File: config.mk
export PLATFORM = sky130hd
export DESIGN_NAME = riscv_iter_shifter
export DESIGN_NICKNAME = d
export VERILOG_FILES = /design/src/rtl/riscv_iter_shifter.sv
export SDC_FILE = /design/constraint.sdc
export NUM_CORES = 1
export LEC_CHECK = 0
export ABC_AREA = 1
export CORE_ASPECT_RATIO = 1.5
export CORE_UTILIZATION = 47
export DETAILED_ROUTE_END_ITERATION = 8
export PLACE_DENSITY = 0.78
export SYNTH_ARGS = -nofsm -noshare
export SYNTH_HDL_FRONTEND = slang
export SYNTH_SLANG_ARGS = --single-unit
File: constraint.sdc
create_clock -name clk -period 1.9 [get_ports clk]
set_clock_uncertainty 0.05 [all_clocks]
set_input_delay 0.285 -clock clk [delete_from_list [all_inputs] [get_ports clk]]
set_output_delay 0.285 -clock clk [all_outputs]
set_load 0.005 [all_outputs]
File: src/rtl/riscv_iter_shifter.sv
// Multi-cycle SLL/SRL/SRA unit: shifts a latched operand by up to STEP bits per clock
// so wide operands never need a full-width single-cycle barrel shifter.
module riscv_iter_shifter #(
    parameter int WIDTH   = 32,
    parameter int STEP    = 1,
    parameter int SHAMT_W = $clog2(WIDTH)
) (
    input  logic               clk,
    input  logic               rst,
    input  logic               start,
    input  logic [1:0]         op,
    input  logic [WIDTH-1:0]   a,
    input  logic [SHAMT_W-1:0] shamt,
    output logic               ready,
    output logic               busy,
    output logic               done,
    output logic [WIDTH-1:0]   result
);

    // Bits needed to express a per-edge step of 0..STEP.
    localparam int K_W = $clog2(STEP + 1);

    localparam logic [1:0] OP_SRL = 2'b01;
    localparam logic [1:0] OP_SRA = 2'b11;

    typedef enum logic [1:0] {
        IDLE,
        SHIFT,
        DONE
    } state_t;

    state_t             state_reg;
    state_t             state_next;
    logic [WIDTH-1:0]   acc_reg;
    logic [WIDTH-1:0]   acc_next;
    logic [SHAMT_W-1:0] rem_reg;
    logic [SHAMT_W-1:0] rem_next;
    logic [1:0]         op_reg;
    logic [1:0]         op_next;
    logic               sign_reg;
    logic               sign_next;
    logic [WIDTH-1:0]   result_reg;
    logic [WIDTH-1:0]   result_next;
    logic               accept;

    // Amount shifted on this edge: the whole remainder once it fits in one step.
    logic [K_W-1:0] k_amt;
    assign k_amt = (32'(rem_reg) < 32'(STEP)) ? K_W'(rem_reg) : K_W'(STEP);

    // Log-structured step shifter: stage gi conditionally moves by 2**gi.
    logic [WIDTH-1:0] stage [0:K_W];
    assign stage[0] = acc_reg;

    genvar gi;
    generate
        for (gi = 0; gi < K_W; gi++) begin : g_stage
            localparam int SH = 1 << gi;
            logic [WIDTH-1:0] fill;
            logic [WIDTH-1:0] moved;

            assign fill = ~({WIDTH{1'b1}} >> SH);

            always_comb begin
                case (op_reg)
                    OP_SRL:  moved = stage[gi] >> SH;
                    OP_SRA:  moved = (stage[gi] >> SH) | (sign_reg ? fill : '0);
                    default: moved = stage[gi] << SH;
                endcase
            end

            assign stage[gi+1] = k_amt[gi] ? moved : stage[gi];
        end
    endgenerate

    always_ff @(posedge clk) begin
        if (rst) begin
            state_reg <= IDLE;
        end else begin
            state_reg <= state_next;
        end
    end

    always_comb begin
        state_next  = state_reg;
        acc_next    = acc_reg;
        rem_next    = rem_reg;
        op_next     = op_reg;
        sign_next   = sign_reg;
        result_next = result_reg;
        ready       = 1'b0;
        busy        = 1'b0;
        done        = 1'b0;
        accept      = 1'b0;

        case (state_reg)
            IDLE: begin
                ready  = 1'b1;
                accept = start;
            end
            SHIFT: begin
                busy     = 1'b1;
                acc_next = stage[K_W];
                rem_next = rem_reg - SHAMT_W'(k_amt);
                if (rem_next == '0) begin
                    result_next = stage[K_W];
                    state_next  = DONE;
                end
            end
            DONE: begin
                done       = 1'b1;
                ready      = 1'b1;
                accept     = start;
                state_next = IDLE;
            end
            default: begin
                state_next = IDLE;
            end
        endcase

        // Acceptance from DONE overrides the return to IDLE for back-to-back issue.
        if (accept) begin
            op_next   = op;
            acc_next  = a;
            rem_next  = shamt;
            sign_next = a[WIDTH-1];
            if (shamt == '0) begin
                result_next = a;
                state_next  = DONE;
            end else begin
                state_next  = SHIFT;
            end
        end
    end

    always_ff @(posedge clk) begin
        if (rst) begin
            acc_reg    <= '0;
            rem_reg    <= '0;
            op_reg     <= '0;
            sign_reg   <= 1'b0;
            result_reg <= '0;
        end else begin
            acc_reg    <= acc_next;
            rem_reg    <= rem_next;
            op_reg     <= op_next;
            sign_reg   <= sign_next;
            result_reg <= result_next;
        end
    end

    assign result = result_reg;

endmodule

## Word-level counts from Yosys, hierarchy flattened

Index checks and enable logic that the tools add are counted.
Widths: inputs -> output; s select.

- Logic and storage cells: 41
- Bits of input ports: 42
- Output and inout port bits: 35
- Register bits: 74

- Bitwise operators: 1
- Muxes and demuxes: 20
- Equal/unequal tests: 6
- Reductions and logical operators: 6
- Order comparisons: 1
- Add/subtract/negate cells: 1

Operator list:

| cell | number |
|---|---|
| $mux 32 | 8 |
| $pmux 32 s2 | 1 |
| $or 31x32->32 | 1 |
| $logic_not 5->1 | 2 |
| $mux 5 | 2 |
| $mux 2 | 3 |
| $lt 5x1->1 const B | 1 |
| $mux 1 | 5 |
| $sub 5x1->5 | 1 |
| $eq 2x1->1 const B | 2 |
| $eq 2x2->1 const B | 2 |
| $pmux 2 s2 | 1 |
| $ne 3x3->1 const B | 1 |
| $logic_not 2->1 | 1 |
| $ne 2x2->1 const B | 1 |
| $reduce_and 2->1 | 1 |
| $reduce_bool 2->1 | 1 |
| $reduce_or 2->1 | 1 |

## Longest topological paths before layout

- Depth in word-level cells: 8
- Depth in mapped cells: 15
- Mapped depth without buffers: 14

## Least setup slack after synthesis

OpenSTA, ideal clock, no wires.

- Kind: flip-flop to flip-flop
- Start point: register rem_reg[1]
- End point: register result_reg[26] (netlist: result[26])
- Stages on the path, launching flop included: 14
- Data required time: 1718 ps
- Path buffers: 1
- Slack: -8 ps
- Period minus slack after synthesis: 1908 ps
- Arrival time: 1726 ps
- Setup time: 132 ps
- Cell sequence: dfxtp_1 nor2_4 nand2_1 nand2_2 inv_1 ha_1 nand2_1 nor2_4 nand2_4 nor2_8 buf_6 nand2_1 nand3_1 a21oi_1

- Longest elaborated chain between the ends: 8
- Elaborated cells between the ends (all ways): 9
- Classes of those cells: 1 x add/sub; 1 x order compare; 6 x mux; 1 x reduce/logical

RTL lines:

| what | line | RTL |
|---|---|---|
| start, declared | 36 | `logic [SHAMT_W-1:0] rem_reg;` |
| start signal, assigned | 144 | `rem_reg <= rem_next;` |
| $lt 5x1->1 | 48 | `assign k_amt = (32'(rem_reg) < 32'(STEP)) ? K_W'(rem_reg) : K_W'(STEP);` |
| $mux 1 | 48 |  |
| $sub 5x1->5 | 103 | `rem_next = rem_reg - SHAMT_W'(k_amt);` |
| $logic_not 5->1 | 104 | `if (rem_next == '0) begin` |
| $mux 32 * | 104 |  |
| $mux 32 * | 95 | `case (state_reg)` |
| $mux 32 | 126 | `if (shamt == '0) begin` |
| $mux 32 * | 121 | `if (accept) begin` |
| end signal, assigned | 147 | `result_reg <= result_next;` |
| end, declared | 42 | `logic [WIDTH-1:0] result_reg;` |

Every way passes the cells marked *; elsewhere a longest branch is shown, timed or not.
A chain may end at the register's enable or synchronous reset.

## Final worst setup path

- Start point: register rem_reg[1]
- End point: register result_reg[22] (netlist: result[22])

Same word-level chain as after synthesis.

==> results.yml <==
global_route:
  grt_first_pass_wirelength_mm: 19.7
  overflow: 0
  grt_pass1_vias: 4373
  grt_max_degree: 65
  antenna_found_initial: 0
  grt_use_total_pct: 28.4
worst_setup_path:
  critPathLaunchType: "register"
  r2r_cells: 16
  cp_slowest_cell: "dfxtp_4"
  endpoint: "result[22]$_SDFF_PP0_"
  path_class: "reg -> reg"
  cp.arrival_ps: 2200
  slowest_delay_ps: 370
  critPathMaxFanout: 5
  cp-end-kind: "register"
  crit_chain: "nor2_4 > nand2_2 > nand2_2 > inv_2 > ha_4 > inv_1 > nand2_2 > nand2_4 > nor2_4 > buf_6 > nand2_8 > nor2_8 > buf_8 > clkbuf_16 > nand2_4 > a21oi_2"
  worstReg2RegStart: "rem_reg[1]$_SDFFE_PP0P_"
  crit_top_cell: "nand2_2"
  r2r-end: "result[22]$_SDFF_PP0_"
  required_ps: 2130
  cp-startpoint: "rem_reg[1]$_SDFFE_PP0P_"
  r2r_slack_ps: -70
clock_tree:
  clk_pin_slew_ps: 60
  cts_inserted_buffers: 9
  cts.path.max_buffers: 2
  root_buffer: "clkbuf_16"
  cts_sinks: 74
  cts.htree.levels: 3
  clock_latency_ps: 350
  cts_tree: "done"
  holdBufCountCts: 0
route:
  postRouteWirelength_mm: 13.0
  drt-vias-per-instance: 5.71
  drt_iter0_drc: 508
  ant_nets: 0
  dr.pass1.iters: 5
  via_count: 4610
  drcViolationCount: 0
  wl_per_cell_um: 16.1
synth:
  synth.distinct_cells: 31
  synth_area_mm2: 0.00397
  syn_area_per_cell_um2: 6.51
  yosys_register_bits: 74
  netlist_instances: 610
  ys_warn_count: 0
  ys_seq_area_share_pct: 37.3
  synth_fp_nets: 653
outcome:
  violations: "negative setup slack"
  status: "finished with violations"
cells_and_area:
  instances_no_fill: 808
  finalNetCount: 741
  antenna_cells: 0
  area_growth_syn_to_layout_pct: 47.5
  post-route-util_pct: 72.3
  drive_above_1_share_pct: 21.3
  nFillCells: 632
timing:
  setup_viol: 31
  finalCritPeriodShare_pct: 104
  period_needed_ps: 1970
  drv_slew: 0
  setup_ws_ps: -70.2
  finalSetupTns_ps: -1250
  tightest_slew_ps: 600
  hold_ws_ps: 447
  relSlewSlack_pct: 60.0
  hold_violations: 0
  clock.fmax_mhz: 508
  rsz0062_at_grt: "true"
floorplan:
  initial_core_util_pct: 49.0
  num_rows: 40
  fp.dieH_um: 115
  dieArea_mm2: 0.00883
  die_w_um: 77.1
  ioPinCount: 77
  core_area_mm2: 0.00811
min_path:
  hold_path.class: "reg -> reg"
placement:
  numPortBuffers: 76
  dpl.hpwl_mm: 7.19
  gp_congestion: 0.871
  dp_cells: 774
job:
  max_cap_violations: 0
pwr:
  leakage_nw: 2.28
  max-vdd-ir-drop_uv: 723
  powerDensity_mw_per_mm2: 962
-- worst min path at each step --
stage                     cells past startpoint                        to                startpoint
after floorplan                               2     result[24]$_SDFF_PP0_                     a[24]
after global placement                        2     sign_reg$_SDFFE_PP0P_     sign_reg$_SDFFE_PP0P_
after detailed placement                      2    op_reg[1]$_SDFFE_PP0P_    op_reg[1]$_SDFFE_PP0P_
after CTS                                     2     sign_reg$_SDFFE_PP0P_     sign_reg$_SDFFE_PP0P_
after global routing                          2     sign_reg$_SDFFE_PP0P_     sign_reg$_SDFFE_PP0P_
final                                         2  acc_reg[31]$_SDFFE_PP0P_  acc_reg[31]$_SDFFE_PP0P_
-- power breakdown --
part	internal (mW)	total [mW]	leakage, nW	switching [mW]
clock network	1.01	1.68	0.138	0.663
registers	1.71	1.85	0.607	0.133
logic	0.910	2.11	1.54	1.20
total	3.64	5.64	2.28	2.00
-- critical path, delay by kind of cell, from the launching register on --
kind,cells,cell delay [ps]
DFF,1,370
and+or+nand+nor,9,630
adders and majority gates,1,150
buffers and inverters,5,560
AOI/OAI and AO/OA,1,130
-- kinds of logic (layout without fill, tap and decap cells) --
family                     count (synthesis)  count (layout)  synth area share, %
DFF                                       74              74                 37.3
xor gates and xnor gates                   1               1                0.221
AOI/OAI and AO/OA                        199             199                 26.5
and+or+nand+nor                          241             241                 25.4
adders and majority gates                  1               1                0.315
buffers and inverters                     94             187                 10.2
-- cell type report --
class	count	area, um^2	area share, %
clock buffer	13	240	4.10
clock inverter	3	40.0	0.683
inverter	52	198	3.37
multi-input combinational	442	2440	41.7
sequential	74	1490	25.4
tap	105	131	2.24
timing repair buffer	119	1320	22.5
-- placed cells by master, fill, tap and decap left out, types with 5 or more instances in the layout --
cell type	instances
a21oi_1	43
o21ai_1	6
clkdlybuf4s50_1	76
clkbuf_16	10
nand2_2	12
nand3_1	10
nor2_1	36
buf_6	6
inv_1	46
a31oi_1	31
a21oi_2	40
buf_12	10
buf_4	22
nand2_1	154
o21ai_0	67
nand2_4	16
dfxtp_1	69
inv_2	5
-- layer usage --
layer / vias to the layer above / share of wire (%) / GRT usage [%]
met5: - / 0 / 0
met4: 0 / 3.5 / 17.1
met3: 40 / 6.1 / 5.50
met2: 204 / 51 / 49.1
met1: 2174 / 39 / 32.1
li1: 2192 / - / -
-- through the flow --
step                setup WS, ps  instance area [um^2]  power, mW
global route                -159                  5860       5.90
finish                     -70.2                  5860       5.64
CTS                        -38.0                  5480       5.28
floorplan                   12.1                  3970       2.90
global placement            12.3                  4960       3.44
detailed placement         -48.7                  4960       3.48
-- cells in the mapped netlist, drive strengths merged --
library cell | count | share of area (%)
dfxtp | 74 | 37
or2 | 1 | 0.16
nor3 | 2 | 0.25
o22ai | 1 | 0.16
nand4 | 1 | 0.16
a22o | 1 | 0.22
ha | 1 | 0.31
o21ai | 75 | 9.4
nand3 | 12 | 2.0
nand2 | 183 | 18
nor2 | 42 | 5.2
xor2 | 1 | 0.22
buf | 24 | 3.6
clkbuf | 18 | 1.7
a31oi | 31 | 4.9
o21a | 4 | 0.76
a21oi | 86 | 11
inv | 52 | 5.0
o211ai | 1 | 0.19
-- what timing repair did --
item	4_1_cts	5_1_grt
setup buffers	8	7
hold endpoints to repair	0	0
cloned	4	1
pin swaps	3	32
endpoints found under the setup margin	27	60
resized for setup	24	90
No activity file was read; power rests on OpenSTA's default activity.
